**config.mk**
```make
export PLATFORM = sky130hd
export DESIGN_NAME = tag_compare_assoc
export DESIGN_NICKNAME = d
export VERILOG_FILES = /design/src/rtl/dcache_pkg.sv /design/src/rtl/tag_way_match.sv /design/src/rtl/tag_compare_assoc.sv
export SDC_FILE = /design/constraint.sdc
export NUM_CORES = 1
export LEC_CHECK = 0
export ABC_AREA = 0
export CORE_MARGIN = 5
export CORE_UTILIZATION = 42
export DETAILED_ROUTE_END_ITERATION = 16
export PLACE_DENSITY = 0.79
export SLEW_MARGIN = 20
export SYNTH_ARGS = -nofsm -noshare
export SYNTH_HDL_FRONTEND = slang
export SYNTH_SLANG_ARGS = --single-unit
```
**constraint.sdc**
```tcl
create_clock -name clk -period 2.4 [get_ports clk]
set_input_delay 0.48 -clock clk [delete_from_list [all_inputs] [get_ports clk]]
set_output_delay 0.48 -clock clk [all_outputs]
set_load 0.05 [all_outputs]
```
**src/rtl/dcache_pkg.sv**
```systemverilog
// -----------------------------------------------------------------------------
// dcache_pkg
// Shared definitions for the data-cache tag compare block:
//   - default cache geometry (used when the including build does not supply it)
//   - tag-compare FSM state encoding
//   - bit positions of the fields inside one tag entry {valid, dirty, tag, blank}
// Optional feature macro used by the block: TAG_CMP_STATS_EN.
// -----------------------------------------------------------------------------
`ifndef AXI_ADDR_WIDTH
`define AXI_ADDR_WIDTH 32
`endif
`ifndef AXI_DATA_WIDTH
`define AXI_DATA_WIDTH 32
`endif
`ifndef TID_WIDTH
`define TID_WIDTH 4
`endif
`ifndef INDEX_WIDTH
`define INDEX_WIDTH 6
`endif
`ifndef OFFSET_WIDTH
`define OFFSET_WIDTH 4
`endif
`ifndef TAG_WIDTH
`define TAG_WIDTH 22
`endif
`ifndef BLANK_WIDTH
`define BLANK_WIDTH 8
`endif
`ifndef TAG_SIZE
`define TAG_SIZE 32
`endif

package dcache_pkg;

    typedef enum logic [2:0] {
        S_IDLE    = 3'd0,
        S_COLLECT = 3'd1,
        S_RHIT    = 3'd2,
        S_RMISS   = 3'd3,
        S_WHIT    = 3'd4,
        S_WMISS   = 3'd5
    } state_t;

    // Field positions inside a tag entry laid out as {valid, dirty, tag, blank}.
    localparam int VALID_BIT = `TAG_SIZE - 1;
    localparam int DIRTY_BIT = `TAG_SIZE - 2;
    localparam int TAG_MSB   = `BLANK_WIDTH + `TAG_WIDTH - 1;
    localparam int TAG_LSB   = `BLANK_WIDTH;

endpackage

```
**src/rtl/tag_way_match.sv**
```systemverilog
// -----------------------------------------------------------------------------
// tag_way_match
// Combinational decode of one memory response beat {tag entry, line data}:
// extracts valid/dirty/tag/data and flags a hit when the entry is valid and
// its tag equals the request tag.
// Ports:
//   beat      : one way's tag entry and line data
//   req_tag   : tag field of the pending request address
//   way_valid, way_dirty, way_tag, way_data : extracted fields
//   way_hit   : valid && tag match
// -----------------------------------------------------------------------------
module tag_way_match
    import dcache_pkg::*;
#(
    parameter int TAG_SIZE   = `TAG_SIZE,
    parameter int TAG_WIDTH  = `TAG_WIDTH,
    parameter int DATA_WIDTH = `AXI_DATA_WIDTH,
    parameter int VALID_POS  = VALID_BIT,
    parameter int DIRTY_POS  = DIRTY_BIT,
    parameter int TAG_HI     = TAG_MSB,
    parameter int TAG_LO     = TAG_LSB
) (
    input  logic [TAG_SIZE+DATA_WIDTH-1:0] beat,
    input  logic [TAG_WIDTH-1:0]           req_tag,
    output logic                           way_valid,
    output logic                           way_dirty,
    output logic [TAG_WIDTH-1:0]           way_tag,
    output logic [DATA_WIDTH-1:0]          way_data,
    output logic                           way_hit
);

    logic [TAG_SIZE-1:0] entry;
    logic                unused_blank;

    assign entry        = beat[TAG_SIZE+DATA_WIDTH-1:DATA_WIDTH];
    assign way_data     = beat[DATA_WIDTH-1:0];
    assign way_valid    = entry[VALID_POS];
    assign way_dirty    = entry[DIRTY_POS];
    assign way_tag      = entry[TAG_HI:TAG_LO];
    assign way_hit      = way_valid && (way_tag == req_tag);
    // The blank padding carries no information.
    assign unused_blank = ^entry[TAG_LO-1:0];

endmodule

```
**src/rtl/tag_compare_assoc.sv**
```systemverilog
// -----------------------------------------------------------------------------
// tag_compare_assoc
// Set-associative tag compare for the data cache. A request {wr, tid, addr} is
// popped from the request FIFO, the NUM_WAYS tag entries of the set arrive one
// way per beat, and the block resolves hit/miss:
//   read hit   -> ROB write {tid, data}
//   read miss  -> AR request, plus AW/W writeback of a dirty round-robin victim
//   write hit  -> pull write-buffer data, fill into the hit way
//   write miss -> pull write-buffer data, fill into the victim way, with
//                 AW/W writeback in the same cycle as the fill handshake
// Victim: lowest invalid way (no writeback), else rr_ptr (writeback iff dirty).
// Ports:
//   clk, rst_n                      : clock, synchronous active-low reset
//   rdata_i/rvalid_i/rready_o       : tag+data beats, one way per beat
//   req_*                           : request FIFO read side
//   wbuf_*                          : write-buffer read side
//   rob_*, ar_*, aw_*, w_*          : output FIFO write sides
//   fill_*                          : fill handshake {addr(MSB=1), data} + way
// Optional (macro TAG_CMP_STATS_EN): hit_cnt_o / miss_cnt_o saturating counters.
// -----------------------------------------------------------------------------
module tag_compare_assoc
    import dcache_pkg::*;
#(
    parameter int ADDR_WIDTH   = `AXI_ADDR_WIDTH,
    parameter int DATA_WIDTH   = `AXI_DATA_WIDTH,
    parameter int TID_WIDTH    = `TID_WIDTH,
    parameter int TAG_SIZE     = `TAG_SIZE,
    parameter int TAG_WIDTH    = `TAG_WIDTH,
    parameter int BLANK_WIDTH  = `BLANK_WIDTH,
    parameter int INDEX_WIDTH  = `INDEX_WIDTH,
    parameter int OFFSET_WIDTH = `OFFSET_WIDTH,
    parameter int NUM_WAYS     = 4,
    localparam int WAY_W       = (NUM_WAYS > 1) ? $clog2(NUM_WAYS) : 1
) (
    input  logic                            clk,
    input  logic                            rst_n,
    input  logic [TAG_SIZE+DATA_WIDTH-1:0]  rdata_i,
    input  logic                            rvalid_i,
    output logic                            rready_o,
    input  logic                            req_aempty_i,
    output logic                            req_rden_o,
    input  logic [TID_WIDTH+ADDR_WIDTH:0]   req_data_i,
    input  logic                            wbuf_aempty_i,
    output logic                            wbuf_rden_o,
    input  logic [DATA_WIDTH-1:0]           wbuf_data_i,
    input  logic                            rob_afull_i,
    output logic                            rob_wren_o,
    output logic [TID_WIDTH+DATA_WIDTH-1:0] rob_data_o,
    input  logic                            ar_afull_i,
    output logic                            ar_wren_o,
    output logic [TID_WIDTH+ADDR_WIDTH-1:0] ar_data_o,
    input  logic                            aw_afull_i,
    output logic                            aw_wren_o,
    output logic [ADDR_WIDTH-1:0]           aw_data_o,
    input  logic                            w_afull_i,
    output logic                            w_wren_o,
    output logic [DATA_WIDTH-1:0]           w_data_o,
    input  logic                            fill_ready_i,
    output logic                            fill_valid_o,
    output logic [ADDR_WIDTH+DATA_WIDTH-1:0] fill_data_o,
    output logic [WAY_W-1:0]                fill_way_o
`ifdef TAG_CMP_STATS_EN
    ,
    output logic [31:0]                     hit_cnt_o,
    output logic [31:0]                     miss_cnt_o
`endif
);

    localparam logic [WAY_W-1:0] LAST_WAY = WAY_W'(NUM_WAYS - 1);

    state_t                  state, state_nxt;
    logic [WAY_W-1:0]        beat_cnt;
    logic [WAY_W-1:0]        rr_ptr;

    logic                    req_wr;
    logic [TID_WIDTH-1:0]    req_tid;
    logic [ADDR_WIDTH-1:0]   req_addr;

    logic                    hit_found;
    logic [WAY_W-1:0]        hit_way;
    logic [DATA_WIDTH-1:0]   hit_data;
    logic                    inv_found;
    logic [WAY_W-1:0]        inv_way;
    logic [TAG_WIDTH-1:0]    rr_tag;
    logic                    rr_dirty;
    logic [DATA_WIDTH-1:0]   rr_data;

    logic                    fill_pend;
    logic [ADDR_WIDTH+DATA_WIDTH-1:0] fill_data_q;

    logic                    b_valid, b_dirty, b_hit;
    logic [TAG_WIDTH-1:0]    b_tag;
    logic [DATA_WIDTH-1:0]   b_data;

    logic                    beat_fire, last_beat, hit_now;
    logic                    wb_needed, wb_room;
    logic [WAY_W-1:0]        victim_way;

    logic                    rready, req_rden, wbuf_rden, rob_wren;
    logic                    ar_wren, aw_wren, w_wren, fill_valid, retire;

    tag_way_match #(
        .TAG_SIZE   (TAG_SIZE),
        .TAG_WIDTH  (TAG_WIDTH),
        .DATA_WIDTH (DATA_WIDTH),
        .VALID_POS  (TAG_SIZE - 1),
        .DIRTY_POS  (TAG_SIZE - 2),
        .TAG_HI     (BLANK_WIDTH + TAG_WIDTH - 1),
        .TAG_LO     (BLANK_WIDTH)
    ) u_match (
        .beat      (rdata_i),
        .req_tag   (req_addr[ADDR_WIDTH-1:INDEX_WIDTH+OFFSET_WIDTH]),
        .way_valid (b_valid),
        .way_dirty (b_dirty),
        .way_tag   (b_tag),
        .way_data  (b_data),
        .way_hit   (b_hit)
    );

    assign beat_fire  = (state == S_COLLECT) && rvalid_i;
    assign last_beat  = beat_fire && (beat_cnt == LAST_WAY);
    // A hit on the final beat has not reached hit_found yet.
    assign hit_now    = hit_found || b_hit;
    // Only the round-robin way can need a writeback; an invalid way is free.
    assign wb_needed  = !inv_found && rr_dirty;
    assign wb_room    = !aw_afull_i && !w_afull_i;
    assign victim_way = inv_found ? inv_way : rr_ptr;

    // ---- next state / handshake decode ----
    always_comb begin
        state_nxt  = state;
        rready     = 1'b0;
        req_rden   = 1'b0;
        wbuf_rden  = 1'b0;
        rob_wren   = 1'b0;
        ar_wren    = 1'b0;
        aw_wren    = 1'b0;
        w_wren     = 1'b0;
        fill_valid = 1'b0;
        retire     = 1'b0;
        case (state)
            S_IDLE: begin
                if (!req_aempty_i) begin
                    req_rden  = 1'b1;
                    state_nxt = S_COLLECT;
                end
            end
            S_COLLECT: begin
                rready = 1'b1;
                if (last_beat) begin
                    if (req_wr) state_nxt = hit_now ? S_WHIT : S_WMISS;
                    else        state_nxt = hit_now ? S_RHIT : S_RMISS;
                end
            end
            S_RHIT: begin
                if (!rob_afull_i) begin
                    rob_wren  = 1'b1;
                    state_nxt = S_IDLE;
                end
            end
            S_RMISS: begin
                if (!ar_afull_i && (!wb_needed || wb_room)) begin
                    ar_wren   = 1'b1;
                    aw_wren   = wb_needed;
                    w_wren    = wb_needed;
                    retire    = 1'b1;
                    state_nxt = S_IDLE;
                end
            end
            S_WHIT, S_WMISS: begin
                if (!fill_pend) begin
                    wbuf_rden = !wbuf_aempty_i;
                end else if (state == S_WHIT) begin
                    fill_valid = 1'b1;
                    if (fill_ready_i) state_nxt = S_IDLE;
                end else if (!wb_needed || wb_room) begin
                    // Fill is only offered when the writeback can go out with it.
                    fill_valid = 1'b1;
                    if (fill_ready_i) begin
                        aw_wren   = wb_needed;
                        w_wren    = wb_needed;
                        retire    = 1'b1;
                        state_nxt = S_IDLE;
                    end
                end
            end
            default: state_nxt = S_IDLE;
        endcase
    end

    // ---- state and datapath registers ----
    always_ff @(posedge clk) begin
        if (!rst_n) begin
            state       <= S_IDLE;
            beat_cnt    <= '0;
            rr_ptr      <= '0;
            req_wr      <= 1'b0;
            req_tid     <= '0;
            req_addr    <= '0;
            hit_found   <= 1'b0;
            hit_way     <= '0;
            hit_data    <= '0;
            inv_found   <= 1'b0;
            inv_way     <= '0;
            rr_tag      <= '0;
            rr_dirty    <= 1'b0;
            rr_data     <= '0;
            fill_pend   <= 1'b0;
            fill_data_q <= '0;
        end else begin
            state <= state_nxt;
            if (req_rden) begin
                {req_wr, req_tid, req_addr} <= req_data_i;
                beat_cnt  <= '0;
                hit_found <= 1'b0;
                inv_found <= 1'b0;
                fill_pend <= 1'b0;
            end
            if (beat_fire) begin
                beat_cnt <= beat_cnt + WAY_W'(1);
                if (b_hit && !hit_found) begin
                    hit_found <= 1'b1;
                    hit_way   <= beat_cnt;
                    hit_data  <= b_data;
                end
                if (!b_valid && !inv_found) begin
                    inv_found <= 1'b1;
                    inv_way   <= beat_cnt;
                end
                if (beat_cnt == rr_ptr) begin
                    rr_tag   <= b_tag;
                    rr_dirty <= b_dirty;
                    rr_data  <= b_data;
                end
            end
            if (wbuf_rden) begin
                fill_pend   <= 1'b1;
                fill_data_q <= {1'b1, req_addr[ADDR_WIDTH-2:0], wbuf_data_i};
            end
            // Advance only when the round-robin way was actually evicted.
            if (retire && !inv_found) begin
                rr_ptr <= (rr_ptr == LAST_WAY) ? '0 : rr_ptr + WAY_W'(1);
            end
        end
    end

    assign rready_o     = rst_n & rready;
    assign req_rden_o   = rst_n & req_rden;
    assign wbuf_rden_o  = rst_n & wbuf_rden;
    assign rob_wren_o   = rst_n & rob_wren;
    assign ar_wren_o    = rst_n & ar_wren;
    assign aw_wren_o    = rst_n & aw_wren;
    assign w_wren_o     = rst_n & w_wren;
    assign fill_valid_o = rst_n & fill_valid;

    assign rob_data_o   = {req_tid, hit_data};
    assign ar_data_o    = {req_tid, req_addr};
    assign aw_data_o    = {rr_tag, req_addr[INDEX_WIDTH+OFFSET_WIDTH-1:0]};
    assign w_data_o     = rr_data;
    assign fill_data_o  = fill_data_q;
    assign fill_way_o   = (state == S_WHIT) ? hit_way : victim_way;

`ifdef TAG_CMP_STATS_EN
    logic [31:0] hit_cnt, miss_cnt;

    function automatic logic [31:0] sat_inc(input logic [31:0] v);
        return (v == 32'hFFFF_FFFF) ? v : v + 32'd1;
    endfunction

    always_ff @(posedge clk) begin
        if (!rst_n) begin
            hit_cnt  <= '0;
            miss_cnt <= '0;
        end else if (last_beat) begin
            if (hit_now) hit_cnt  <= sat_inc(hit_cnt);
            else         miss_cnt <= sat_inc(miss_cnt);
        end
    end

    assign hit_cnt_o  = hit_cnt;
    assign miss_cnt_o = miss_cnt;
`endif

endmodule

```
==> results.toml <==
[detailed_routing]
first_iter_violations = 535
wire_per_inst_um = 18.0
detail-route-antenna-nets = 0
routed_wl_mm = 27.7
remaining_drc_errors = 0
vias = 8023
drtPass1Iterations = 5
vias_per_cell = 5.23

[timing]
skew_ns = 0.0108
worst_slew_pin_slew_ns = 0.945
fin_ws_ns = 0.0337
slew_headroom_pct = 37.0
maxClockFrequency_mhz = 423
hold_violations = 0
setup_violations = 0
period_share_pct = 98.6
maxSlewViolCount = 0
final.min_clock_period_ns = 2.37

[clock_network]
hold_buffers = 0
cts.sinks = 202
htree_levels = 1
clkSlewWorstSetupHoldPaths_ns = 0.06
cts_tree = "built"
cts_setup_buffers = 0
clock-root-buffer = "clkbuf_16"
cts_buffer_depth = 3
clk_latency_ns = 0.49
cts_buffers = 22
ctsResizeCount = 4

[global_routing]
antenna_found_initial = 0
grt_pass1_wl_mm = 42.6
track_usage_pct = 24.3
grt_start_max_net_pins = 176
overflow = 0
first_global_vias = 7729

[critical_path]
rrSetupSlack_ns = 0.35
worstPathRequired_ns = 1.92
r2r.worst_path.cells = 6
cp.arrival_ns = 1.89
timing.rr.end = "hit_data[3]"
crit_family = "buffers and inverters"
crit_slowest_cell = "clkdlybuf4s50_1"
critPathCaptureType = "primary output"
critical_path_buf_inv_count = 1
worst-path-max-fanout = 4
cp-start-kind = "register"
cp.depth = 1
r2r_start = "req_addr[24]"
path_cells = "clkdlybuf4s50_1"
max_stage_delay_ns = 0.88
setup.worst_path.class = "register to primary output"

[power]
ir_drop_mv = 0.503
p_total_mw = 7.93
power_density_mw_per_mm2 = 644
leakagePower_nw = 4.26

[run]
maxCapViolCount = 0

[cells_and_area]
drive_above_1_share_pct = 7.81
area_delta_synth_final_pct = 58.5
final_nets = 1438
layout_common_cells = "clkdlybuf4s50_1 (334), nand2_1 (321), dfxtp_1 (200)"
antenna_cells = 0
final_common_cell = "clkdlybuf4s50_1"

[placement]
dp_slack_ns = -0.261
io_buffer_count = 344
gp_congestion = 0.827
dp_hpwl_mm = 19.3

[yosys]
synth_edf_count = 0
syn_inst = 974
synth.avg_cell_area_um2 = 7.99
syn-num-nets = 1119
ys_warn_count = 0
netlist_area_mm2 = 0.00778
synth_area_leaders = "dfxtp_1 (52%), nand2_1 (15%), a21oi_1 (13%), nand4_1 (3.1%), clkbuf_1 (2.3%)"
synth_cell_types = 42
synth_top_area_share_pct = 52.0
ys_ff_latch = 202
synth_top_cell_by_area = "dfxtp_1"
ys_seq_area_share_pct = 52.0
async_reset_ff_share_pct = 0
synthFlopType = "dfxtp_1"

[die]
die_h_um = 146
die_area_mm2 = 0.0213
io_pins = 353
rows = 49
die_w_um = 146
core_mm2 = 0.0181
start_util_pct = 43.0

[worst_hold_path]
hp-class = "register to register"
hold_depth = 2
hp-start = "fill_data_o[19]"
holdPathEnd = "fill_data_o[19]"

[outcome]
outcome = "completed"
==> layer usage <==
layer  wire length [um]  global-route usage [%]  vias to the layer above
met2              13700                    42.6                      347
met4               1090                    8.75                        0
met5                  0                       0                        -
li1                   -                       -                     3890
met1              10700                    28.6                     3721
met3               2150                    6.51                       65
==> sequential cells by signal (all words and copies together), names as in the netlist, 2 cells and up <==
signal / cells
req_addr: 32
w_data_o: 32
rr_tag: 22
req_tid: 4
beat_cnt: 2
fill_data_o: 64
inv_way: 2
state: 3
rr_ptr: 2
hit_data: 32
hit_way: 2
==> logic make-up (layout without fill, tap and decap cells) <==
group           Yosys count  count (layout)  share of synthesized area [%]
xor+xnor                 24              24                           2.70
simple gates            404             404                           22.2
flops                   202             202                           52.0
fa+ha+maj                 2               2                          0.322
buf+inv                  92             424                           5.86
mux                       6               6                          0.772
compound gates          244             244                           16.1
==> report_power, final <==
group	total [mW]	switching [mW]	internal [mW]
Clock	3.30	1.29	2.00
Combinational	1.13	0.658	0.468
Sequential	3.51	0.0704	3.44
Total	7.93	2.02	5.91
==> synthesized netlist by cell type (2+ instances only) <==
library cell  instances
nand2b_1              2
or4_1                 2
o21ai_1              29
or3_1                 4
clkbuf_1             47
nand4_1              38
a21oi_1             197
buf_4                15
nor2b_1               2
nor4_1                4
dfxtp_1             202
nor3_1                4
buf_2                25
xor2_1               10
o21ai_0               9
xnor2_1              14
nor2_1               12
ha_1                  2
mux2i_1               6
nand2_1             321
nand3_1               6
buf_6                 3
==> stage by stage <==
| step | hold slack (ns) | instances | setup TNS, ns | area, um2 | util [%] |
|---|---|---|---|---|---|
| finish | 0.451 | 1535 | 0 | 12300 | 68.1 |
| global route | 0.467 | 1535 | -0.0245 | 12300 | 68.1 |
| CTS | 0.453 | 1535 | 0 | 12300 | 68.1 |
| detailed placement | 0.445 | 1498 | -7.69 | 11600 | 64.1 |
| global placement | 0.441 | 1498 | -8.40 | 11600 | 64.1 |
| floorplan | 0.446 | 974 | -0.00441 | 7790 | - |
==> worst min-delay path, delay by kind of cell (launching register included) <==
| family | cells | cell delay (ns) |
|---|---|---|
| compound gates | 1 | 0.05 |
| flops | 1 | 0.30 |
| simple gates | 1 | 0.05 |
==> layout make-up <==
| class | count | area [um2] |
|---|---|---|
| Tap cell | 229 | 287 |
| Sequential cell | 202 | 4050 |
| Inverter | 2 | 12.5 |
| Timing Repair Buffer | 385 | 3950 |
| Fill cell | 1460 | 5760 |
| Clock buffer | 34 | 667 |
| Multi-Input combinational cell | 680 | 3320 |
| Clock inverter | 3 | 40.0 |
==> how the worst max path moves through the flow <==
stage / start / endpoint / slack, ns
after floorplan: state[2] / req_rden_o / -0.004
after global placement: rdata_i[47] / hit_way[0] / -0.25
after detailed placement: rdata_i[55] / hit_data[4] / -0.26
after CTS: state[0] / w_wren_o / 0.002
after global routing: state[1] / w_wren_o / -0.01
final: req_addr[24] / ar_data_o[24] / 0.03
(Power assumes the default switching activity.)
